$ cat src/rtl/mae_pipe_if.sv
// Operand/result bundle for mae_pipe: the master presents tagged operand beats,
// the slave returns the result, its valid tag and the accumulator overflow flag.
interface mae_pipe_if #(
  parameter int unsigned A_WIDTH = 18,
  parameter int unsigned B_WIDTH = 18,
  parameter int unsigned P_WIDTH = 40
);
  logic               in_valid;
  logic               acc_clr;
  logic [A_WIDTH-1:0] a;
  logic [B_WIDTH-1:0] b;
  logic [P_WIDTH-1:0] c;
  logic [P_WIDTH-1:0] p;
  logic               out_valid;
  logic               ovf;

  modport master (output in_valid, acc_clr, a, b, c, input p, out_valid, ovf);
  modport slave (input in_valid, acc_clr, a, b, c, output p, out_valid, ovf);
endinterface

$ cat src/rtl/mae_pipe.sv
// Parametrised multiply / multiply-add / multiply-accumulate DSP cell with optional
// input, product and output registers; valid and acc-clear tags ride with the data.
module mae_pipe #(
  parameter int unsigned A_WIDTH  = 18,
  parameter int unsigned B_WIDTH  = 18,
  parameter int unsigned P_WIDTH  = 40,
  parameter int unsigned MODE     = 0,
  parameter int unsigned SIGNED   = 1,
  parameter int unsigned REG_IN   = 1,
  parameter int unsigned REG_MULT = 1,
  parameter int unsigned REG_OUT  = 1
) (
  input  logic      clk_i,
  input  logic      srst_i,
  input  logic      en_i,
  mae_pipe_if.slave mae_io
);
  localparam int unsigned ProdW = A_WIDTH + B_WIDTH;

  logic               vld_s1, clr_s1;
  logic [A_WIDTH-1:0] a_s1;
  logic [B_WIDTH-1:0] b_s1;
  logic [P_WIDTH-1:0] c_s1;

  if (REG_IN != 0) begin : g_in_reg
    logic               vld_q, clr_q;
    logic [A_WIDTH-1:0] a_q;
    logic [B_WIDTH-1:0] b_q;
    logic [P_WIDTH-1:0] c_q;
    always_ff @(posedge clk_i) begin
      if (srst_i) begin
        vld_q <= 1'b0;
        clr_q <= 1'b0;
        a_q   <= '0;
        b_q   <= '0;
        c_q   <= '0;
      end else if (en_i) begin
        vld_q <= mae_io.in_valid;
        clr_q <= mae_io.acc_clr;
        a_q   <= mae_io.a;
        b_q   <= mae_io.b;
        c_q   <= mae_io.c;
      end
    end
    assign vld_s1 = vld_q;
    assign clr_s1 = clr_q;
    assign a_s1   = a_q;
    assign b_s1   = b_q;
    assign c_s1   = c_q;
  end else begin : g_in_wire
    assign vld_s1 = mae_io.in_valid;
    assign clr_s1 = mae_io.acc_clr;
    assign a_s1   = mae_io.a;
    assign b_s1   = mae_io.b;
    assign c_s1   = mae_io.c;
  end

  // Full-width product, then extended to P_WIDTH according to operand signedness.
  logic [ProdW-1:0]   prod_raw;
  logic [P_WIDTH-1:0] prod_s1;
  if (SIGNED != 0) begin : g_mul_signed
    assign prod_raw = ProdW'($signed(a_s1)) * ProdW'($signed(b_s1));
    assign prod_s1  = P_WIDTH'($signed(prod_raw));
  end else begin : g_mul_unsigned
    assign prod_raw = ProdW'(a_s1) * ProdW'(b_s1);
    assign prod_s1  = P_WIDTH'(prod_raw);
  end

  logic               vld_s2, clr_s2;
  logic [P_WIDTH-1:0] prod_s2, c_s2;

  if (REG_MULT != 0) begin : g_mult_reg
    logic               vld_q, clr_q;
    logic [P_WIDTH-1:0] prod_q, c_q;
    always_ff @(posedge clk_i) begin
      if (srst_i) begin
        vld_q  <= 1'b0;
        clr_q  <= 1'b0;
        prod_q <= '0;
        c_q    <= '0;
      end else if (en_i) begin
        vld_q  <= vld_s1;
        clr_q  <= clr_s1;
        prod_q <= prod_s1;
        c_q    <= c_s1;
      end
    end
    assign vld_s2  = vld_q;
    assign clr_s2  = clr_q;
    assign prod_s2 = prod_q;
    assign c_s2    = c_q;
  end else begin : g_mult_wire
    assign vld_s2  = vld_s1;
    assign clr_s2  = clr_s1;
    assign prod_s2 = prod_s1;
    assign c_s2    = c_s1;
  end

  logic               vld_out;
  logic [P_WIDTH-1:0] p_out;
  logic               ovf_out;

  if (MODE == 2) begin : g_acc
    // The accumulator is the output register, so there is always one stage here.
    logic [P_WIDTH-1:0] acc_q, acc_d;
    logic               ovf_q, ovf_d, vld_q;
    logic [P_WIDTH:0]   sum;
    logic               add_ovf;
    logic               unused_c;

    assign sum      = {1'b0, acc_q} + {1'b0, prod_s2};
    assign add_ovf  = (SIGNED != 0) ?
                      ((acc_q[P_WIDTH-1] == prod_s2[P_WIDTH-1]) &&
                       (sum[P_WIDTH-1] != acc_q[P_WIDTH-1])) : sum[P_WIDTH];
    assign unused_c = ^c_s2;

    always_comb begin
      acc_d = acc_q;
      ovf_d = ovf_q;
      if (vld_s2) begin
        if (clr_s2) begin
          acc_d = prod_s2;
          ovf_d = 1'b0;
        end else begin
          acc_d = sum[P_WIDTH-1:0];
          ovf_d = ovf_q | add_ovf;
        end
      end
    end

    always_ff @(posedge clk_i) begin
      if (srst_i) begin
        acc_q <= '0;
        ovf_q <= 1'b0;
        vld_q <= 1'b0;
      end else if (en_i) begin
        acc_q <= acc_d;
        ovf_q <= ovf_d;
        vld_q <= vld_s2;
      end
    end

    assign p_out   = acc_q;
    assign ovf_out = ovf_q;
    assign vld_out = vld_q;
  end else begin : g_arith
    logic [P_WIDTH-1:0] res;
    logic               unused_clr;

    assign res        = (MODE == 1) ? prod_s2 + c_s2 : prod_s2;
    assign ovf_out    = 1'b0;
    assign unused_clr = clr_s2;

    if (REG_OUT != 0) begin : g_out_reg
      logic [P_WIDTH-1:0] p_q;
      logic               vld_q;
      always_ff @(posedge clk_i) begin
        if (srst_i) begin
          p_q   <= '0;
          vld_q <= 1'b0;
        end else if (en_i) begin
          p_q   <= res;
          vld_q <= vld_s2;
        end
      end
      assign p_out   = p_q;
      assign vld_out = vld_q;
    end else begin : g_out_wire
      assign p_out   = res;
      assign vld_out = vld_s2;
    end
  end

  // A frozen stage still holds its last beat; only an enabled cycle delivers it.
  assign mae_io.p         = p_out;
  assign mae_io.out_valid = vld_out & en_i;
  assign mae_io.ovf       = ovf_out;
endmodule

$ cat src/flat_wrapper.sv
// flat-port wrapper written by rule: the top's interface ports become plain ports
module mae_pipe_flat 
#(
  parameter int unsigned A_WIDTH  = 18,
  parameter int unsigned B_WIDTH  = 18,
  parameter int unsigned P_WIDTH  = 40,
  parameter int unsigned MODE     = 0,
  parameter int unsigned SIGNED   = 1,
  parameter int unsigned REG_IN   = 1,
  parameter int unsigned REG_MULT = 1,
  parameter int unsigned REG_OUT  = 1
)
  (clk_i, srst_i, en_i, mae_io_in_valid, mae_io_acc_clr, mae_io_a, mae_io_b, mae_io_c, mae_io_p, mae_io_out_valid, mae_io_ovf);
  mae_pipe_if #(.A_WIDTH(A_WIDTH), .B_WIDTH(B_WIDTH), .P_WIDTH(P_WIDTH)) mae_io_i ();
  input  logic clk_i;
  input  logic srst_i;
  input  logic en_i;
  input wire logic [$bits(mae_io_i.in_valid)-1:0] mae_io_in_valid;
  input wire logic [$bits(mae_io_i.acc_clr)-1:0] mae_io_acc_clr;
  input wire logic [$bits(mae_io_i.a)-1:0] mae_io_a;
  input wire logic [$bits(mae_io_i.b)-1:0] mae_io_b;
  input wire logic [$bits(mae_io_i.c)-1:0] mae_io_c;
  output wire logic [$bits(mae_io_i.p)-1:0] mae_io_p;
  output wire logic [$bits(mae_io_i.out_valid)-1:0] mae_io_out_valid;
  output wire logic [$bits(mae_io_i.ovf)-1:0] mae_io_ovf;
  assign mae_io_i.in_valid = mae_io_in_valid;
  assign mae_io_i.acc_clr = mae_io_acc_clr;
  assign mae_io_i.a = mae_io_a;
  assign mae_io_i.b = mae_io_b;
  assign mae_io_i.c = mae_io_c;
  assign mae_io_p = mae_io_i.p;
  assign mae_io_out_valid = mae_io_i.out_valid;
  assign mae_io_ovf = mae_io_i.ovf;
  mae_pipe #(.A_WIDTH(A_WIDTH), .B_WIDTH(B_WIDTH), .P_WIDTH(P_WIDTH), .MODE(MODE), .SIGNED(SIGNED), .REG_IN(REG_IN), .REG_MULT(REG_MULT), .REG_OUT(REG_OUT)) u_core (.clk_i(clk_i), .srst_i(srst_i), .en_i(en_i), .mae_io(mae_io_i));
endmodule
$ cat config.mk
export PLATFORM = sky130hd
export DESIGN_NAME = mae_pipe_flat
export DESIGN_NICKNAME = d
export VERILOG_FILES = /design/src/rtl/mae_pipe_if.sv /design/src/rtl/mae_pipe.sv /design/src/flat_wrapper.sv
export SDC_FILE = /design/constraint.sdc
export NUM_CORES = 1
export LEC_CHECK = 0
export BUFFER_PORTS_ARGS = -buffer_cell sky130_fd_sc_hd__buf_2
export CORE_MARGIN = 2
export CORE_UTILIZATION = 42
export DETAILED_ROUTE_END_ITERATION = 12
export GPL_TIMING_DRIVEN = 0
export PLACE_DENSITY_LB_ADDON = 0.12
export SYNTH_ARGS = -nofsm -noshare
export SYNTH_HDL_FRONTEND = slang
export SYNTH_SLANG_ARGS = --single-unit
$ cat constraint.sdc
create_clock -name clk_i -period 8.2 [get_ports clk_i]
set_clock_uncertainty 0.2 [all_clocks]
set_input_delay 0.82 -clock clk_i [delete_from_list [all_inputs] [get_ports clk_i]]
set_output_delay 0.82 -clock clk_i [all_outputs]
set_load 0.05 [all_outputs]
==> flow_summary.toml, run 1 <==
[synthesis]
yosys.cell_count.top_type = "inv_1"
ys_seq_elements = 111
ys_warn_count = 0
synth_top_area_share = 0.407
synth_area_leaders = "fa_1 (41%), dfxtp_1 (14%), inv_1 (8.7%)"
synthArstFlopShare = 0
synthTopCellsByCount = "inv_1 (375), fa_1 (329), nand2_1 (167)"
synth-edff-count = 0
synth_cells = 1754
netlist_area_um2 = 16200
syn-num-nets = 2257
synthFlopType = "dfxtp_1"
synth_area_leader_cell = "fa_1"
yosysSeqAreaShare = 0.137
avgSynthCellArea_um2 = 9.23
synth.distinct_cells = 58

[sta]
tns_ps = 0
fmax_mhz = 129
hold_viol_final = 0
setup_viol = 0
finalWorstSetupSlack_ps = 465
relSlewSlack = 0.303
worst_pin_slew_ps = 1040
slew_violations = 0
finalCritPeriodShare = 0.943
rsz0062_at_grt = "no"
period_needed_ps = 7740

[clock_tree]
clk_latency_ps = 400
cts_buffers = 9
clk_path_buf_depth = 2
cts_root_buffer = "clkbuf_16"
path_clk_slew_ps = 90
htreeDepth = 3
cts_setup_buffers = 0
cts_tree = "done"
cts.sinks = 111

[floorplanning]
ios = 123
die_h_um = 200
core_area_um2 = 37800
rows = 71
dieArea_um2 = 40100
initial_core_util = 0.428
fp.dieW_um = 200

[worst_setup_path]
worstSetupStartpointType = "flip-flop"
crit_path_end_kind = "flip-flop"
arrival_ps = 7800
required_ps = 8260
crit_type = "flip-flop to flip-flop"
path_max_fanout = 10

[global_routing]
antenna_found_initial = 2
grt_max_degree = 26
grt_pass1_vias = 12600
grt_pass1_wl_mm = 73.7
overflow = 0
track_usage = 0.245

[cells_and_area]
final_core_util = 0.464
area_growth_pct = 8.45
n_antenna_cell = 0
final_area_um2 = 17600
drive_above_1_share = 0.0617
stdcell_count = 2359
nNetsFinal = 2346

[routing]
route.vias.total = 11800
viasPerCell = 5.00
ant_nets = 0
wl_mm = 46.8
firstDrtPassIters = 5
wl_per_cell_um = 19.8
post-route-drc-count = 0
drt_iter0_drc = 659

[power_and_ir_drop]
leakagePower_nw = 8.85
ir_drop_mv = 0.228
power_density_nw_per_um2 = 130

[placement]
post-place-ws_ps = 95.1
dpl_cell_area_um2 = 17200
place_inst = 2343
portBuffers = 78
hpwl_mm = 38.4
place.gp.congestion = 0.906

[status]
outcome = "finished clean"

[min_path]
hold_class = "flip-flop to flip-flop"

[job]
max-cap-violations = 0
==> state kept, by name (all words and copies together), names as in the netlist <==
signal                          flops
u_core.a_s1                        18
u_core.b_s1                        18
u_core.g_arith.g_out_reg.vld_q      1
u_core.g_arith.res                 36
u_core.g_in_reg.vld_q               1
u_core.g_mult_reg.vld_q             1
u_core.mae_io.p                    36
==> worst paths after layout <==
path	end	slack, ps	cells after the start	start
max	u_core.g_arith.res[32]	460	22	u_core.b_s1[1]
min	u_core.g_arith.res[0]	290	2	u_core.g_arith.res[0]
max reg2reg	u_core.g_arith.res[32]	460	22	u_core.b_s1[1]
min reg2reg	u_core.g_arith.res[0]	290	2	u_core.g_arith.res[0]
==> cells by family after synthesis <==
| family | after synthesis | share of synthesized area |
|---|---|---|
| simple gates | 521 | 0.157 |
| buf+inv | 474 | 0.111 |
| fa+ha+maj | 422 | 0.479 |
| compound gates | 112 | 0.0474 |
| flops | 111 | 0.137 |
| mux | 89 | 0.0551 |
| xor+xnor | 24 | 0.0130 |
| other cells | 1 | 0.000232 |
==> worst max-delay path, cell delays in order, from the launching register on <==
cell and delay [ps]:
dfxtp_1 680, clkbuf_1 600, and2_1 310, fa_1 460, inv_1 210, fa_1 440
inv_1 90, ha_2 370, inv_1 260, fa_1 560, inv_1 60, fa_1 530
inv_1 50, fa_1 560, inv_1 60, ha_1 350, nand4_1 170, or3_1 370
nor4_1 330, a21oi_1 160, o211ai_1 440, a311o_1 250, o221ai_1 100
==> power breakdown <==
part	internal (mW)	switching [mW]	leakage [nW]
clock network	0.230	0.277	0.159
registers	0.598	0.0453	0.909
logic	0.421	0.720	7.79
total	1.25	1.04	8.85
==> area by class of cell <==
cell class | count | area [um2]
Timing Repair Buffer | 78 | 390
Buffer | 98 | 392
Multi-Input combinational cell | 1169 | 12200
Sequential cell | 111 | 2220
Inverter | 376 | 1410
Fill cell | 3864 | 20300
Clock buffer | 9 | 225
Clock inverter | 7 | 104
Tap cell | 511 | 639
==> per-layer routing <==
metal  vias to the layer above  track usage  share of wire
met2                       302        0.395           0.47
met4                         0       0.0902          0.037
met5                         -            0              0
met3                        74       0.0361          0.052
met1                      6004        0.335           0.44
li1                       5423            -              -
==> per-stage QoR <==
step           power [mW]  hold WS [ps]
2_1_floorplan        1.43           241
3_3_place_gp         1.79           266
3_5_place_dp         1.79           268
4_1_cts              2.31           286
5_1_grt              2.46           303
6_report             2.29           285
==> layout by cell type, fill, tap and decap left out, types with 5 or more instances in the layout <==
cell,Yosys,final
nand2b_1,6,6
and2_1,163,163
clkbuf_1,90,87
ha_1,93,92
mux2i_1,88,88
inv_1,375,375
fa_1,329,328
nand2_1,167,167
dfxtp_1,111,111
nor3_1,9,9
nand4_1,6,6
xnor2_1,21,21
a21oi_1,30,30
a21o_1,10,10
o21ai_0,9,9
nor2_1,117,117
buf_2,1,79
o21ai_1,6,6
a31oi_1,8,8
nor2b_1,18,18
a211oi_1,9,9
clkbuf_16,0,9
and3_1,5,5
nand3_1,11,11
buf_4,5,5
==> timing repair <==
item / in CTS / in global routing
hold endpoints to repair: 0 / 0
gates resized for setup: 0 / 8
endpoints found under the setup margin: 0 / 9
hold buffers: 0 / 0
Note: power is estimated with default switching activity, not from simulation.
==> inputs of run 2 (changes only) <==
==> constraint.sdc (replaced) <==
create_clock -name clk_i -period 8.2 [get_ports clk_i]
set_clock_uncertainty 0.2 [all_clocks]
set_input_delay 0 -clock clk_i [delete_from_list [all_inputs] [get_ports clk_i]]
set_output_delay 0 -clock clk_i [all_outputs]
set_load 0.05 [all_outputs]
==> flow_summary.toml, run 2 (synthesis results as in run 1) <==
[power_and_ir_drop]
seqPwrFrac = 0.279
ir_drop_mv = 0.230
leakagePower_nw = 9.02
comb_power_share = 0.502
clkPwrFrac = 0.219
p_sw_frac = 0.452
p_sw_mw = 1.04
power_density_nw_per_um2 = 128
power_mw = 2.30
p_int_mw = 1.26

[worst_setup_path]
worstSetupStartpointType = "flip-flop"
r2r_end = "u_core.g_arith.res[32]"
r2r-start = "u_core.b_s1[1]"
required_ps = 8260
path_max_fanout = 10
crit_type = "flip-flop to flip-flop"
r2r_slack_ps = 460
arrival_ps = 7810
r2r_cells = 22
crit_path_end_kind = "flip-flop"
cp-startpoint = "u_core.b_s1[1]"

[global_routing]
overflow = 0
grt_pass1_wl_mm = 74.4
grt_max_degree = 26
antenna_found_initial = 2
grt_pass1_vias = 12800
track_usage = 0.247

[floorplanning]
ios = 123
die_h_um = 200
rows = 71
dieArea_um2 = 40100
fp.dieW_um = 200
core_area_um2 = 37800
initial_core_util = 0.428

[sta]
setup_viol = 0
relSlewSlack = 0.305
slew_violations = 0
tns_ps = 0
hold_viol_final = 0
rsz0062_at_grt = "no"
period_needed_ps = 7740
worst_pin_slew_ps = 1040
fmax_mhz = 129
finalCritPeriodShare = 0.944

[cells_and_area]
final_common_cell = "inv_1"
final_core_util = 0.474
drive_above_1_share = 0.0604
area_growth_pct = 10.9
nNetsFinal = 2385
final_cell_mix = "inv_1 (375), fa_1 (328), nand2_1 (167)"
fillers = 3817
n_antenna_cell = 0

[routing]
wl_mm = 47.2
route.vias.total = 12000
post-route-drc-count = 0
viasPerCell = 5.01
firstDrtPassIters = 6
ant_nets = 0
drt_iter0_drc = 648
wl_per_cell_um = 19.7

[clock_tree]
cts_setup_buffers = 0
clk_path_buf_depth = 2
cts_root_buffer = "clkbuf_16"
path_clk_slew_ps = 90
cts_buffers = 9
cts.sinks = 111
cts_tree = "done"
clk_latency_ps = 400
htreeDepth = 3

[job]
max-cap-violations = 0

[placement]
portBuffers = 78
hpwl_mm = 38.4
place.gp.congestion = 0.906

[status]
outcome = "finished clean"

[min_path]
hold_class = "primary input to flip-flop"
hold_path_end = "u_core.a_s1[11]"
min_path_cells = 4
hold_start = "mae_io_a[11]"
[run 2: timing repair]
item / 4_1_cts / 5_1_grt
hold buffers: 39 / 0
endpoints found under the hold margin: 39 / 0
gates resized for setup: 0 / 8
setup endpoints to repair: 0 / 9
[run 2: final cells by class]
| type | instances | area [um2] | share of cell area |
|---|---|---|---|
| buffer | 98 | 392 | 0.0218 |
| tap | 511 | 639 | 0.0356 |
| inverter | 376 | 1410 | 0.0786 |
| clock inverter | 7 | 104 | 0.00579 |
| timing repair buffer | 117 | 781 | 0.0435 |
| multi-input combinational | 1169 | 12200 | 0.678 |
| clock buffer | 9 | 225 | 0.0125 |
| sequential | 111 | 2220 | 0.124 |
[run 2: worst max-delay path by stage]
stage / end / depth (start not counted)
after floorplan: u_core.g_arith.res[35] / 20
after global placement: u_core.g_arith.res[35] / 24
after detailed placement: u_core.g_arith.res[32] / 24
after CTS: u_core.g_arith.res[33] / 24
after global routing: u_core.g_arith.res[33] / 24
final: u_core.g_arith.res[32] / 22
[run 2: worst max-delay path, cell delays in order, from the launching register on]
cell and delay, ps:
dfxtp_1 670, clkbuf_1 590, and2_1 310, fa_1 460
inv_1 220, fa_1 450, inv_1 90, ha_2 370
inv_1 250, fa_1 560, inv_1 60, fa_1 530
inv_1 50, fa_1 560, inv_1 60, ha_1 350
nand4_1 170, or3_1 370, nor4_1 330, a21oi_1 150
o211ai_1 450, a311o_1 250, o221ai_1 100
[run 2: per-layer routing]
layer  share of wire  global-route usage  up-vias
met5               0                   0        -
met4           0.037              0.0918        0
met3           0.051              0.0360       79
met2            0.47               0.401      333
met1            0.44               0.336     6103
li1                -                   -     5504
[run 2: through the flow]
| stage | setup slack, ps | hold WS (ps) | std cells | instance area (um2) |
|---|---|---|---|---|
| after floorplan | 1760 | -52.8 | 1754 | 16200 |
| after global placement | 86.0 | 33.7 | 2343 | 17200 |
| after detailed placement | 95.1 | 43.0 | 2343 | 17200 |
| after CTS | 32.8 | 152 | 2398 | 17900 |
| after global routing | 59.3 | 192 | 2398 | 17900 |
| final | 455 | 164 | 2398 | 17900 |
[run 2: power groups by stage]
stage / combinational [mW] / clock [mW] / sequential [mW]
floorplan: 0.746 / 0 / 0.680
global placement: 1.13 / 0 / 0.655
detailed placement: 1.14 / 0 / 0.655
CTS: 1.17 / 0.518 / 0.643
global route: 1.29 / 0.535 / 0.649
finish: 1.16 / 0.504 / 0.643
